<file path="src/rtl/spi_slave_transceiver_pkg.sv">
// Shared definitions for the SPI slave transceiver: mode encodings, ss polarity
// constants, frame state type and a constant-width helper.
package spi_slave_transceiver_pkg;

    localparam int CPOL_IDLE_LOW        = 0;
    localparam int CPOL_IDLE_HIGH       = 1;
    localparam int CPHA_SAMPLE_LEADING  = 0;
    localparam int CPHA_SAMPLE_TRAILING = 1;
    localparam int SS_ACTIVE_LOW        = 0;
    localparam int SS_ACTIVE_HIGH       = 1;

    typedef enum logic {
        ST_IDLE,
        ST_FRAME
    } frame_state_t;

    function automatic int clog2(input int value);
        int result;
        int rest;
        result = 0;
        rest   = value - 1;
        while (rest > 0) begin
            result = result + 1;
            rest   = rest >> 1;
        end
        return result;
    endfunction

endpackage

</file>
<file path="src/rtl/spi_slave_transceiver_input_sync.sv">
// Synchronises ss/sclk/mosi into the system clock domain and derives ss
// assert/deassert strobes and sclk leading/trailing edge strobes.
module spi_input_sync
    import spi_slave_transceiver_pkg::*;
#(
    parameter int sync_stages   = 2,
    parameter int ss_polarity   = SS_ACTIVE_LOW,
    parameter int sclk_polarity = CPOL_IDLE_LOW
) (
    input  logic clock,
    input  logic reset,
    input  logic ss,
    input  logic sclk,
    input  logic mosi,
    output logic ss_active,
    output logic ss_assert,
    output logic ss_deassert,
    output logic lead_edge,
    output logic trail_edge,
    output logic mosi_sync
);

    localparam logic ss_active_level = (ss_polarity != SS_ACTIVE_LOW);
    localparam logic sclk_idle_level = (sclk_polarity != CPOL_IDLE_LOW);

    logic ss_sync;
    logic sclk_sync;

    generate
        if (sync_stages == 0) begin : g_bypass
            assign ss_sync   = ss;
            assign sclk_sync = sclk;
            assign mosi_sync = mosi;
        end else begin : g_sync
            logic [sync_stages-1:0] ss_chain;
            logic [sync_stages-1:0] sclk_chain;
            logic [sync_stages-1:0] mosi_chain;

            // Chains reset to the idle line levels so no edge is seen on release.
            always_ff @(posedge clock or posedge reset) begin
                if (reset) begin
                    ss_chain   <= {sync_stages{~ss_active_level}};
                    sclk_chain <= {sync_stages{sclk_idle_level}};
                    mosi_chain <= '0;
                end else begin
                    ss_chain   <= (ss_chain << 1)   | sync_stages'(ss);
                    sclk_chain <= (sclk_chain << 1) | sync_stages'(sclk);
                    mosi_chain <= (mosi_chain << 1) | sync_stages'(mosi);
                end
            end

            assign ss_sync   = ss_chain[sync_stages-1];
            assign sclk_sync = sclk_chain[sync_stages-1];
            assign mosi_sync = mosi_chain[sync_stages-1];
        end
    endgenerate

    logic ss_now;
    logic ss_q;
    logic sclk_q;
    logic sclk_changed;

    assign ss_now = (ss_sync == ss_active_level);

    always_ff @(posedge clock or posedge reset) begin
        if (reset) begin
            ss_q   <= 1'b0;
            sclk_q <= sclk_idle_level;
        end else begin
            ss_q   <= ss_now;
            sclk_q <= sclk_sync;
        end
    end

    assign sclk_changed = (sclk_sync != sclk_q);
    assign ss_active    = ss_q;
    assign ss_assert    = ss_now && !ss_q;
    assign ss_deassert  = !ss_now && ss_q;
    assign lead_edge    = ss_q && sclk_changed && (sclk_sync != sclk_idle_level);
    assign trail_edge   = ss_q && sclk_changed && (sclk_sync == sclk_idle_level);

endmodule

</file>
<file path="src/rtl/spi_slave_transceiver.sv">
// Full-duplex SPI slave: oversampled serial side, inline TX FIFO feeding the
// miso shifter, and a word assembler presenting received mosi words.
module spi_slave_transceiver
    import spi_slave_transceiver_pkg::*;
#(
    parameter int                  bitcount      = 8,
    parameter int                  ss_polarity   = SS_ACTIVE_LOW,
    parameter int                  sclk_polarity = CPOL_IDLE_LOW,
    parameter int                  sclk_phase    = CPHA_SAMPLE_LEADING,
    parameter int                  msb_first     = 1,
    parameter int                  tx_depth      = 2,
    parameter logic [bitcount-1:0] idle_word     = '0,
    parameter int                  sync_stages   = 2
) (
    input  logic                clock,
    input  logic                reset,
    input  logic                ss,
    input  logic                sclk,
    input  logic                mosi,
    output logic                miso,
    output logic                miso_oe,
    input  logic [bitcount-1:0] tx_data,
    input  logic                tx_valid,
    output logic                tx_ready,
    output logic [bitcount-1:0] rx_data,
    output logic                rx_valid,
    output logic                tx_underrun,
    output logic                frame_abort,
    output logic                busy
);

    localparam int                ptr_w    = clog2(tx_depth);
    localparam int                cnt_w    = clog2(bitcount);
    localparam logic [cnt_w-1:0]  last_bit = cnt_w'(bitcount - 1);
    localparam logic [cnt_w-1:0]  cnt_one  = cnt_w'(1);
    localparam logic [ptr_w:0]    ptr_one  = (ptr_w + 1)'(1);

    logic ss_active;
    logic ss_assert;
    logic ss_deassert;
    logic lead_edge;
    logic trail_edge;
    logic mosi_s;

    spi_input_sync #(
        .sync_stages  (sync_stages),
        .ss_polarity  (ss_polarity),
        .sclk_polarity(sclk_polarity)
    ) u_input_sync (
        .clock      (clock),
        .reset      (reset),
        .ss         (ss),
        .sclk       (sclk),
        .mosi       (mosi),
        .ss_active  (ss_active),
        .ss_assert  (ss_assert),
        .ss_deassert(ss_deassert),
        .lead_edge  (lead_edge),
        .trail_edge (trail_edge),
        .mosi_sync  (mosi_s)
    );

    frame_state_t        state;
    logic [cnt_w-1:0]    bit_cnt;
    logic [bitcount-1:0] tx_shift;
    logic [bitcount-1:0] rx_shift;

    logic [bitcount-1:0] fifo_mem [tx_depth];
    logic [ptr_w:0]      wr_ptr;
    logic [ptr_w:0]      rd_ptr;
    logic                fifo_full;
    logic                fifo_empty;
    logic                push;

    assign fifo_empty = (wr_ptr == rd_ptr);
    assign fifo_full  = (wr_ptr[ptr_w] != rd_ptr[ptr_w]) &&
                        (wr_ptr[ptr_w-1:0] == rd_ptr[ptr_w-1:0]);
    assign push       = tx_valid && !fifo_full;
    assign tx_ready   = !fifo_full;

    always_ff @(posedge clock) begin
        if (push) begin
            fifo_mem[wr_ptr[ptr_w-1:0]] <= tx_data;
        end
    end

    always_ff @(posedge clock or posedge reset) begin
        if (reset) begin
            wr_ptr <= '0;
        end else if (push) begin
            wr_ptr <= wr_ptr + ptr_one;
        end
    end

    logic                in_frame;
    logic                sample_edge;
    logic                drive_edge;
    logic                load;
    logic                shift;
    logic [bitcount-1:0] load_word;
    logic [bitcount-1:0] rx_next;

    assign in_frame    = (state == ST_FRAME);
    assign sample_edge = in_frame && ((sclk_phase == CPHA_SAMPLE_LEADING) ? lead_edge : trail_edge);
    assign drive_edge  = in_frame && ((sclk_phase == CPHA_SAMPLE_LEADING) ? trail_edge : lead_edge);

    // With CPHA=0 the first bit must already be on miso before the first
    // sclk edge, so the word is loaded when ss is first seen active.
    assign load = (sclk_phase == CPHA_SAMPLE_LEADING)
                ? (ss_assert || (drive_edge && bit_cnt == '0))
                : (drive_edge && bit_cnt == '0);
    assign shift = drive_edge && (bit_cnt != '0);

    assign load_word = fifo_empty ? idle_word : fifo_mem[rd_ptr[ptr_w-1:0]];
    assign rx_next   = (msb_first != 0) ? {rx_shift[bitcount-2:0], mosi_s}
                                        : {mosi_s, rx_shift[bitcount-1:1]};

    always_ff @(posedge clock or posedge reset) begin
        if (reset) begin
            state       <= ST_IDLE;
            bit_cnt     <= '0;
            tx_shift    <= '0;
            rx_shift    <= '0;
            rd_ptr      <= '0;
            miso        <= 1'b0;
            rx_data     <= '0;
            rx_valid    <= 1'b0;
            tx_underrun <= 1'b0;
            frame_abort <= 1'b0;
        end else begin
            rx_valid    <= 1'b0;
            tx_underrun <= 1'b0;
            frame_abort <= 1'b0;
            if (ss_deassert) begin
                state <= ST_IDLE;
                // A partial word is dropped; the TX word already popped is gone too.
                if (bit_cnt != '0) begin
                    frame_abort <= 1'b1;
                    bit_cnt     <= '0;
                    rx_shift    <= '0;
                end
            end else begin
                if (ss_assert) begin
                    state <= ST_FRAME;
                end
                if (load) begin
                    tx_shift    <= load_word;
                    miso        <= (msb_first != 0) ? load_word[bitcount-1] : load_word[0];
                    tx_underrun <= fifo_empty;
                    if (!fifo_empty) begin
                        rd_ptr <= rd_ptr + ptr_one;
                    end
                end else if (shift) begin
                    if (msb_first != 0) begin
                        miso     <= tx_shift[bitcount-2];
                        tx_shift <= {tx_shift[bitcount-2:0], 1'b0};
                    end else begin
                        miso     <= tx_shift[1];
                        tx_shift <= {1'b0, tx_shift[bitcount-1:1]};
                    end
                end
                if (sample_edge) begin
                    rx_shift <= rx_next;
                    if (bit_cnt == last_bit) begin
                        rx_data  <= rx_next;
                        rx_valid <= 1'b1;
                        bit_cnt  <= '0;
                    end else begin
                        bit_cnt <= bit_cnt + cnt_one;
                    end
                end
            end
        end
    end

    assign busy    = ss_active;
    assign miso_oe = ss_active;

endmodule

</file>
<file path="config.mk">
export PLATFORM = sky130hd
export DESIGN_NAME = spi_slave_transceiver
export DESIGN_NICKNAME = d
export VERILOG_FILES = /design/src/rtl/spi_slave_transceiver_pkg.sv /design/src/rtl/spi_slave_transceiver_input_sync.sv /design/src/rtl/spi_slave_transceiver.sv
export SDC_FILE = /design/constraint.sdc
export NUM_CORES = 1
export LEC_CHECK = 0
export ABC_CLOCK_PERIOD_IN_PS = 4800
export CAP_MARGIN = 40
export CORE_UTILIZATION = 25
export CTS_BUF_LIST = sky130_fd_sc_hd__clkbuf_16
export CTS_CLUSTER_DIAMETER = 100
export DETAILED_ROUTE_END_ITERATION = 12
export SYNTH_ARGS = -nofsm -noshare
export SYNTH_HDL_FRONTEND = slang
export SYNTH_SLANG_ARGS = --single-unit
export TNS_END_PERCENT = 5
</file>
<file path="constraint.sdc">
create_clock -name clock -period 4.8 [get_ports clock]
set_input_delay 0.96 -clock clock [delete_from_list [all_inputs] [get_ports clock]]
set_output_delay 0.96 -clock clock [all_outputs]
set_load 0.05 [all_outputs]
</file>
# Word level (Yosys, flattened, before mapping)

Memory sizes are Yosys's and may differ from the RTL's.
Index checks and enable logic that the tools add are counted.

Output and inout bits: 15
Memories: 1
Memory bits (writable): 16
Register bits: 42

Memory list:

| memory   | depth | width | rd ports | clocked after memory_dff | wr ports | RTL line                    | text |
|---|---|---|---|---|---|---|---|
| fifo_mem | 2     | 8     | 1        | 0                        | 1        | spi_slave_transceiver.sv:68 | `logic [bitcount-1:0] fifo_mem [tx_depth];` |

Add/sub/neg operators: 3
Multiplexer cells: 23
Bitwise gates (word level): 7
Reduce and logical (&&, ||, !) cells: 23
Equal/unequal tests: 6

Operators with widths:

| kind                                           | count |
|---|---|
| two-way mux 7 bit                              | 5 |
| two-way mux 1 bit                              | 13 |
| two-way mux 3 bit                              | 4 |
| logical AND 1 bit                              | 11 |
| two-way mux 8 bit                              | 1 |
| OR 2 x 1 -> 2 bit                              | 3 |
| AND reduction 3 bit                            | 2 |
| nonzero test 2 bit                             | 3 |
| adder 2 x 1 -> 2 bit (second input constant)   | 2 |
| NOT 1 bit                                      | 4 |
| AND reduction 2 bit                            | 2 |
| adder 3 x 1 -> 3 bit (second input constant)   | 1 |
| equality test 3 bit (second input constant)    | 1 |
| logical NOT 3 bit                              | 1 |
| nonzero test 3 bit                             | 1 |
| equality test 2 bit                            | 1 |
| logical NOT 1 bit                              | 2 |
| != test 1 bit                                  | 2 |
| != test 2 x 1 -> 1 bit (second input constant) | 1 |
| equality test 1 bit                            | 1 |
| logical OR 1 bit                               | 1 |

# Logic depth before layout (Yosys ltp)

Gate-level depths: netlist (run 1).

Word-level depth: 8
Depth in mapped cells: 7
Gate-level depth less buffers: 6

# By module

From an unflattened synthesis (run 1), not the netlist that was laid out.

Cell total of the unflattened synthesis: 171
Area total of the unflattened synthesis: 2384.8 um2

By module, submodules not included:

| module                | instances | area each (um2) | cells an instance |
|---|---|---|---|
| spi_slave_transceiver | 1         | 2145.8          | 157 |
| spi_input_sync        | 1         | 239.0           | 14 |

# Worst setup path before layout (run 1)

No wires, ideal clock.

Path kind: register to output
Start point: register rd_ptr[1]
End point: output tx_ready
Path slack: 2677 ps
Arrival: 1163 ps
Data required time: 3840 ps
Cell stages (with the launch flop): 3
Path through: dfrtp_1 -> xnor2_1 -> nand2b_1

Longest elaborated chain between the ends: 3

Ends and longest elaborated chain:

| element                | RTL line                     | text |
|---|---|---|
| start, declared        | spi_slave_transceiver.sv:70  | `logic [ptr_w:0] rd_ptr;` |
| start signal, assigned | spi_slave_transceiver.sv:151 | `rd_ptr <= rd_ptr + ptr_one;` |
| != test 1 bit          | spi_slave_transceiver.sv:76  | `assign fifo_full = (wr_ptr[ptr_w] != rd_ptr[ptr_w]) &&` |
| logical AND 1 bit      | spi_slave_transceiver.sv:76  |  |
| logical NOT 1 bit      | spi_slave_transceiver.sv:79  | `assign tx_ready = !fifo_full;` |
| end, declared          | spi_slave_transceiver.sv:24  | `output logic tx_ready,` |

No other way between the ends.

# Final worst setup path (run 1)

Start point: register rd_ptr[0]
End point: output tx_ready

Longest elaborated chain between the ends: 3

Ends and longest elaborated chain:

| element             | RTL line                    | text |
|---|---|---|
| equality test 1 bit | spi_slave_transceiver.sv:77 | `(wr_ptr[ptr_w-1:0] == rd_ptr[ptr_w-1:0]);` |
| logical AND 1 bit   | spi_slave_transceiver.sv:76 |  |
| logical NOT 1 bit   | spi_slave_transceiver.sv:79 |  |

No other way between the ends.

==> summary.txt, run 1 <==
Routing
  • Post-detailed-route via-to-cell ratio: 4.28
  • Post-route ant nets: 0
  • DRC: 0
  • Final wirelength: roughly 4000 um
  • Routed length per instance: 12.7 um
  • DR vias: roughly 1400
  • Drt pass-1 iters: 4
  • Starting DRT DRC Count: 80

Synth
  • EDFF count, synth: 16
  • Post-synthesis register bit count: 58
  • Multiplexer area fraction after synthesis: under 10%
  • Ys async rst share: approximately 72%
  • Synth Area in Compound Gates: 7.87%
  • Post-synth top flop: dfrtp_1
  • Simple-Gate Fraction of Synth Area: under 10%
  • Syn. warnings: 0
  • Post-Syn Area: roughly 0.0023 mm^2
  • Netlist cell types: 29
  • Post-Synth Adder-Cell Area: roughly 2.8%
  • Seq/Total Area, Yosys: 67.5%
  • Syn nets: 188
  • Area share of xor/xnor cells in the synthesized design: 2.64%
  • Syn avg cell area: roughly 13 um^2
  • Largest family of logic cells by synthesized area: multiplexers
  • Syn Inst Count: between 150 and 200

Critical path
  • Worst r2r src: u_input_sync.ss_active$_DFF_PP0_
  • Reg2Reg Setup Slack: approximately 2.5 ns
  • Reg2Reg Depth: 5
  • Worst EP required: approximately 3.8 ns
  • Crit path max fanout: 11
  • Arr. time, crit path: about 2.1 ns
  • Crit Path Class: flip-flop to primary output
  • Worst R2R End: rx_data[2]$_DFFE_PP0P_
  • CP startpoint kind: flip-flop
  • Worst setup EP type: primary output

Pwr
  • Worst vdd ir: between 300 and 400 uV
  • Switching Share: a little under a third
  • Seq pwr share: ~39%
  • NetSw: between 500 and 600 uW
  • Pwr Density: a little over 600 mW/mm^2
  • Total chip power: 1840 uW
  • Combinational fraction of design power: 25.5%
  • Clock power frac: around 36%
  • Lkg Pwr: between 0.001 and 0.0015 uW
  • Power Internal: 1280 uW

Worst hold path
  • Hold Path Class: flip-flop to flip-flop
  • Worst Hold Depth: 0
  • Min-Delay Startpoint: u_input_sync.g_sync.mosi_chain[0]$_DFF_PP0_
  • Hold worst-path end: u_input_sync.g_sync.mosi_chain[1]$_DFF_PP0_

Layout
  • Nets: 223
  • Design area: roughly 0.003 mm^2
  • Antenna cell count: 0
  • Area Growth Syn to Fin: 31.3%
  • Final Core Density: 34.1%
  • Share of layout cells above drive strength 1: between 10% and 20%

Floorplan
  • Die area: approximately 0.0095 mm^2
  • DIE WIDTH: around 97 um
  • # rows: 34
  • Starting Density: roughly a quarter
  • IO Count: 29
  • Core ar.: approximately 0.0088 mm^2
  • Chip Height: roughly 97 um

Clocking
  • Clock-pin slew on the worst setup and hold paths: 0.05 ns
  • Deepest clock path buffer count: 2
  • Clock sink total: 58
  • TritonCTS Buffers: 9
  • Cts hold-fix bufs: 0
  • Worst-Skew Late Latency: ~0.32 ns
  • Post-CTS sizing: 0
  • H-tree lvl count: 3
  • CTS tree: built
  • Post-CTS Repair Setup Buffers: 0
  • Root buffer cell: clkbuf_16

Placement
  • Final HPWL DP: between 2000 and 3000 um
  • Placer Congestion: ~0.71
  • Port Buffer Count: 28
  • Placed cell area: 0.00268 mm^2

GRT
  • First-pass GRT wire length: around 6800 um
  • Gr ovfl total: 0
  • Initial antenna violation count: 0
  • Largest net degree at the start of global routing: 43
  • Vias in the first global route: about 1300
  • Tot GR Track Use: under 10%

STA
  • RSZ-0062 raised after global routing: no
  • Final min period: roughly 3 ns
  • Worst-Margin Slew: ~0.74 ns
  • Setup tns final: 0 ns
  • Fin. max-slew vios: 0
  • Clock skew: 0.00745 ns
  • Tcrit/Tclk final: between 60 and 70%
  • Final hold vios: 0
  • Final setup vio count: 0
  • Max-slew headroom: 50.7%
  • Max Freq: 0.325 GHz

Flow run
  • # Max-Cap Violations: 0

Outcome
  • Status: completed
==> state kept, by name, summed over array words and instances, names as in the netlist, 2 cells and up <==
| register | cells |
|---|---|
| rd_ptr | 2 |
| tx_shift | 7 |
| rx_data | 8 |
| bit_cnt | 3 |
| u_input_sync.g_sync.sclk_chain | 2 |
| u_input_sync.g_sync.mosi_chain | 2 |
| fifo_mem | 16 |
| wr_ptr | 2 |
| u_input_sync.g_sync.ss_chain | 2 |
| rx_shift | 7 |
==> metal layers <==
layer | track usage (%) | up-vias | share of wire [%]
met5 | 0 | - | 0
met4 | 5.77 | 0 | 2.4
met3 | 3.96 | 8 | 4.4
met1 | 12.4 | 668 | 49
li1 | - | 655 | -
met2 | 12.9 | 26 | 44
==> final cells by class <==
type	count	area [um^2]
clock buffers	9	225
clock inverters	7	85.1
fillers	864	5780
inverters	10	37.5
multi-input cells	95	673
flip-flops and latches	58	1530
well taps	108	135
repair buffers	30	295
==> cells in the final DEF, fill, tap and decap left out, drive strengths merged <==
cell,count
o21ai,8
a22oi,8
nand2,21
clkinvlp,1
ha,5
o22ai,1
inv,10
buf,2
mux2i,2
xnor2,5
clkbuf,9
and3,1
xor2,1
mux2,15
dfrtp,40
bufinv,2
and2,1
o31ai,2
edfxtp,16
nand3,2
clkdlybuf4s50,28
nor3,1
and4b,1
nand2b,3
a21oi,8
nand4b,1
dfstp,2
nor2,9
clkinv,4
==> how the worst max path moves through the flow <==
stage | to | from
floorplan | tx_ready | rd_ptr[1]$_DFFE_PP0P_
global placement | tx_ready | rd_ptr[0]$_DFFE_PP0P_
detailed placement | tx_ready | rd_ptr[0]$_DFFE_PP0P_
CTS | tx_ready | rd_ptr[0]$_DFFE_PP0P_
global route | tx_ready | rd_ptr[0]$_DFFE_PP0P_
finish | tx_ready | rd_ptr[0]$_DFFE_PP0P_
==> cells by family (layout without fill, tap and decap cells) <==
kind of cell	Yosys count	after routing
buf+inv	16	56
mux	17	17
flops	58	58
compound gates	27	27
xor+xnor	6	6
fa+ha+maj	5	5
simple gates	40	40
==> cell usage after synthesis, types with 3 or more instances <==
| cell type | number | share of area (%) |
|---|---|---|
| a21oi_1 | 7 | 1.5 |
| nor2_1 | 9 | 1.5 |
| o21ai_0 | 8 | 1.8 |
| edfxtp_1 | 16 | 21 |
| a22oi_1 | 7 | 2.3 |
| nand2_1 | 21 | 3.5 |
| inv_1 | 10 | 1.7 |
| clkbuf_1 | 3 | 0.50 |
| ha_1 | 5 | 2.8 |
| nand2b_1 | 3 | 0.83 |
| xnor2_1 | 4 | 1.5 |
| dfrtp_1 | 40 | 44 |
| mux2_2 | 15 | 7.4 |
==> power by group through the flow <==
stage | clock network, uW | registers (uW) | logic, uW
4_1_cts | 671 | 714 | 476
6_report | 656 | 712 | 469
5_1_grt | 689 | 729 | 522
3_5_place_dp | 0 | 720 | 473
2_1_floorplan | 0 | 718 | 347
3_3_place_gp | 0 | 715 | 463
==> worst max-delay path: stages, from the launching register on <==
cell	delay (ns)
dfrtp_1	0.66
xnor2_2	0.16
nand2b_1	0.15
clkdlybuf4s50_1	0.82
==> metrics by stage <==
| stage | hold WS (ns) | worst slack [ns] | std cells |
|---|---|---|---|
| after floorplan | 0.331 | 2.68 | 169 |
| after global placement | 0.333 | 2.07 | 300 |
| after detailed placement | 0.336 | 2.03 | 301 |
| after CTS | 0.346 | 1.65 | 317 |
| after global routing | 0.353 | 1.54 | 317 |
| final | 0.344 | 1.72 | 317 |
No activity file was read; power rests on OpenSTA's default activity.
==> run 2, diff against run 1 <==
- ABC_CLOCK_PERIOD_IN_PS: 4800 -> 2500
- clock period: 4.8 -> 2.5 ns (I/O delays scaled with it)
==> summary.txt, run 2 (synthesis results as in run 1) <==
Critical path
  • Worst EP required: approximately 2.0 ns
  • Critical path origin: u_input_sync.ss_active$_DFF_PP0_
  • CP startpoint kind: flip-flop
  • CP top delay family: buffers and inverters
  • Worst r2r src: rd_ptr[1]$_DFFE_PP0P_
  • CP bufs+invs: 1
  • Arr. time, crit path: 1.58 ns
  • Worst setup EP type: primary output
  • Crit path max fanout: 6
  • Crit Path Class: flip-flop to primary output
  • Worst-path cell chain: clkdlybuf4s50_1
  • Slowest cell on the critical path: clkdlybuf4s50_1
  • Max stage delay on crit path: between 0.8 and 0.9 ns

STA
  • Final hold vios: 0
  • Fin. max-slew vios: 0
  • Max Freq: between 0.4 and 0.5 GHz
  • Clock skew: about 0.0061 ns
  • Setup tns final: 0 ns
  • Final min period: 2.08 ns
  • Final worst slack: ~0.42 ns
  • Tcrit/Tclk final: a little over four fifths
  • Worst-Margin Slew: roughly 0.53 ns
  • RSZ-0062 raised after global routing: no
  • Final setup vio count: 0
  • Max-slew headroom: between 60% and 70%

Worst hold path
  • Hold Path Class: flip-flop to flip-flop
  • Min-Delay Startpoint: u_input_sync.g_sync.mosi_chain[0]$_DFF_PP0_

Layout
  • Area Growth Syn to Fin: 32.6%
  • Post-Layout Cell Count: around 320
  • Commonest non-fill, non-tap cell in the layout: dfrtp_1
  • Max reg flops: 16
  • Antenna cell count: 0
  • Fill cells: 856
  • Nets: around 230
  • Highest-count cells in the layout ignoring fill and taps: dfrtp_1 (40), clkdlybuf4s50_1 (27), nand2_1 (21)
  • Share of layout cells above drive strength 1: 18.3%

GRT
  • Most Crowded Layer GR: met1
  • GR Layer Usage met2: 12.2%
  • Global routing usage on met3: under 10%
  • Largest net degree at the start of global routing: 22
  • Met1 Use GR: approximately an eighth
  • Tot GR Track Use: a little under a tenth
  • Initial antenna violation count: 0
  • Gr ovfl total: 0
  • Vias in the first global route: 1298
  • First-pass GRT wire length: 6500 um

Routing
  • Drt pass-1 iters: 4
  • DRC: 0
  • Post-detailed-route via-to-cell ratio: about 4.2
  • Routed length per instance: roughly 12 um
  • Starting DRT DRC Count: between 80 and 90
  • DR vias: 1335
  • Post-route ant nets: 0
  • Final wirelength: around 3900 um

Clocking
  • H-tree lvl count: 3
  • Root buffer cell: clkbuf_16
  • Deepest clock path buffer count: 2
  • Cts hold-fix bufs: 0
  • Clock-pin slew on the worst setup and hold paths: about 0.050 ns
  • Post-CTS sizing: 0
  • Post-CTS Repair Setup Buffers: 0
  • Clock sink total: 58
  • Worst-Skew Late Latency: 0.32 ns
  • TritonCTS Buffers: 9
  • CTS tree: built

Floorplan
  • Chip Height: roughly 100 um
  • DIE WIDTH: roughly 100 um
  • Starting Density: 25.9%
  • Die area: approximately 0.0095 mm^2
  • Core ar.: between 0.008 and 0.009 mm^2
  • IO Count: 29
  • # rows: 34

Placement
  • Dpl cells: roughly 310
  • Final HPWL DP: 2700 um
  • Dpl ws: approximately 0.7 ns
  • Placer Congestion: slightly below 0.7
  • Port Buffer Count: 28

Pwr
  • Lkg Pwr: around 0.0013 uW
  • Pwr Density: 1130 mW/mm^2
  • Worst vdd ir: 670 uV
  • Total chip power: around 3400 uW

Outcome
  • Status: completed

Flow run
  • # Max-Cap Violations: 0
## run 2: final timing paths
path / endpoint / slack, ns / cells after the start
worst max-delay path: miso_oe / 0.42 / 1
worst min-delay path: u_input_sync.g_sync.mosi_chain[1]$_DFF_PP0_ / 0.35 / 0
worst max register to register: fifo_mem[1][4]$_DFFE_PP_ / 0.70 / 3
worst min register to register: u_input_sync.g_sync.mosi_chain[1]$_DFF_PP0_ / 0.35 / 0
max in group asynchronous: rx_data[0]$_DFFE_PP0P_ / 1.63 / 4
min in group asynchronous: tx_underrun$_DFF_PP0_ / 0.37 / 2
## run 2: area by class of cell
class                      count  area [um^2]  share of cell area [%]
clock buffer                   9          225                    7.47
multi-input combinational     95          673                    22.3
sequential                    58         1530                    50.9
inverter                      10         37.5                    1.25
clock inverter                 7         53.8                    1.78
timing repair buffer          34          355                    11.8
tap                          108          135                    4.48
## run 2: where the power goes
part	leakage (uW)	switching, uW	internal [uW]
clock	0.000148	380	748
combinational	0.000469	550	402
sequential	0.000678	112	1220
total	0.00130	1040	2370
## run 2: layer usage
layer	vias to the layer above	share of wire, %
met5	-	0
met4	0	2.7
met3	8	3.7
met2	25	45
met1	643	49
li1	659	-
## run 2: stage by stage
step | area (um^2) | hold slack [ns] | util, %
final | 3010 | 0.347 | 34.4
after global routing | 3010 | 0.352 | 34.4
after CTS | 3010 | 0.349 | 34.4
after detailed placement | 2740 | 0.340 | 31.2
after global placement | 2710 | 0.333 | 30.9
after floorplan | 2270 | 0.331 | -
==> run 3, diff against run 2 <==
- ABC_CLOCK_PERIOD_IN_PS: 2500 -> 1800
- clock period: 2.5 -> 1.8 ns (I/O delays scaled with it)
==> summary.txt, run 3 (synthesis results as in run 1) <==
Layout
  • Highest-count cells in the layout ignoring fill and taps: dfrtp_1 (40), nand2_1 (20), buf_4 (19)
  • Multi-input gate area: 681 um^2
  • Commonest non-fill, non-tap cell in the layout: dfrtp_1
  • Antenna cell count: 0
  • Area Growth Syn to Fin: 31.1%
  • Sequential cell area: between 0.0015 and 0.002 mm^2
  • Nets: between 200 and 250
  • Share of layout cells above drive strength 1: between 20% and 30%
  • Design area: about 0.003 mm^2
  • Fill cells: 868
  • Max reg flops: 16

Worst hold path
  • Hold worst-path end: u_input_sync.g_sync.mosi_chain[1]$_DFF_PP0_
  • Worst Hold Depth: 0
  • Hold Path Class: flip-flop to flip-flop
  • Min-Delay Startpoint: u_input_sync.g_sync.mosi_chain[0]$_DFF_PP0_

Critical path
  • Reg2Reg Setup Slack: around 0.2 ns
  • Max stage delay on crit path: around 0.44 ns
  • CP top delay family: flip-flops
  • Worst setup EP type: primary output
  • Worst r2r src: rd_ptr[1]$_DFFE_PP0P_
  • Crit Path Class: flip-flop to primary output
  • Worst EP required: between 1 and 1.5 ns
  • Crit path max fanout: 4
  • Arr. time, crit path: 1.34 ns
  • Reg2Reg Depth: 3
  • CP startpoint kind: flip-flop
  • Worst R2R End: fifo_mem[1][0]$_DFFE_PP_
  • Worst-path cell chain: xnor2_2 -> nand2b_2 -> buf_12
  • CP bufs+invs: 1
  • Slowest cell on the critical path: dfrtp_1

GRT
  • Tot GR Track Use: under 10%
  • Vias in the first global route: around 1400
  • First-pass GRT wire length: ~6700 um
  • Largest net degree at the start of global routing: 43
  • Met1 Use GR: between 10% and 20%
  • Initial antenna violation count: 0
  • Gr ovfl total: 0
  • Global routing usage on met3: about 4%
  • Most Crowded Layer GR: met2
  • GR Layer Usage met2: roughly an eighth

Clocking
  • Post-CTS sizing: 0
  • Post-CTS Repair Setup Buffers: 0
  • Worst-Skew Late Latency: between 0.3 and 0.4 ns
  • Root buffer cell: clkbuf_16
  • TritonCTS Buffers: 9
  • Clock-pin slew on the worst setup and hold paths: 0.05 ns
  • Deepest clock path buffer count: 2
  • Cts hold-fix bufs: 0
  • H-tree lvl count: 3
  • CTS tree: built
  • Clock sink total: just under 60

Routing
  • Final wirelength: just under 4000 um
  • DRC: 0
  • DR vias: between 1000 and 1500
  • Post-route ant nets: 0
  • Routed length per instance: between 10 and 15 um
  • Post-detailed-route via-to-cell ratio: approximately 4.2
  • Drt pass-1 iters: 4
  • Starting DRT DRC Count: 81

Floorplan
  • Core ar.: slightly below 0.009 mm^2
  • Die area: 0.00948 mm^2
  • DIE WIDTH: a little under 100 um
  • Starting Density: about 26%
  • # rows: 34
  • Chip Height: around 100 um
  • IO Count: 29

Outcome
  • Status: completed

STA
  • Worst-Margin Slew: 0.467 ns
  • Final worst slack: about 0.10 ns
  • Final min period: about 1.7 ns
  • Clock skew: 0.00804 ns
  • Final hold vios: 0
  • Tcrit/Tclk final: 94.4%
  • Setup tns final: 0 ns
  • Max Freq: 0.589 GHz
  • Fin. max-slew vios: 0
  • Max-slew headroom: 68.9%
  • RSZ-0062 raised after global routing: no
  • Hold WS: about 0.35 ns
  • Final setup vio count: 0

Pwr
  • Lkg Pwr: between 0.001 and 0.0015 uW
  • Worst vdd ir: ~460 uV
  • Pwr Density: roughly 1600 mW/mm^2

Placement
  • Dpl ws: about 0.12 ns
  • Final HPWL DP: roughly 2700 um
  • Placed cell area: between 0.002 and 0.003 mm^2
  • Placer Congestion: approximately 0.65
  • Port Buffer Count: 28

Flow run
  • # Max-Cap Violations: 0
==> run 3: how the worst max path moves through the flow <==
stage                                          start                       end  cells past startpoint
detailed placement                          tx_valid  fifo_mem[0][3]$_DFFE_PP_                      3
global route                   wr_ptr[0]$_DFFE_PP0N_                  tx_ready                      3
finish                         wr_ptr[0]$_DFFE_PP0N_                  tx_ready                      3
floorplan           u_input_sync.ss_active$_DFF_PP0_    rx_data[0]$_DFFE_PP0P_                      4
CTS                            wr_ptr[0]$_DFFE_PP0N_                  tx_ready                      3
global placement                            tx_valid  fifo_mem[0][6]$_DFFE_PP_                      3
==> run 3: metal layers <==
layer	up-vias	routed length, um
met1	641	1780
met4	0	109
met5	-	0
met2	23	1770
li1	661	-
met3	10	212
==> run 3: metrics by stage <==
step	utilization (%)	power, uW	instances
3_3_place_gp	30.8	3270	305
2_1_floorplan	-	2860	169
5_1_grt	34.0	5110	321
4_1_cts	34.0	4900	321
3_5_place_dp	30.8	3300	305
6_report	34.0	4830	321
==> run 3: cell type report <==
cell class                 count  area share (%)
clock inverter                 7            1.85
timing repair buffer          34            10.5
clock buffer                   9            7.56
inverter                      10            1.26
multi-input combinational     95            22.8
sequential                    58            51.5
tap                          108            4.53
==> run 3: worst register-to-register path, delay by kind of cell, from the launching register on <==
family / cells / cell delay (ns)
DFF: 1 / 0.39
xor gates and xnor gates: 1 / 0.19
and+or+nand+nor: 2 / 0.67
==> run 3: where the power goes <==
part,switching [uW],internal (uW)
registers,158,1690
clock network,530,1040
logic,787,624
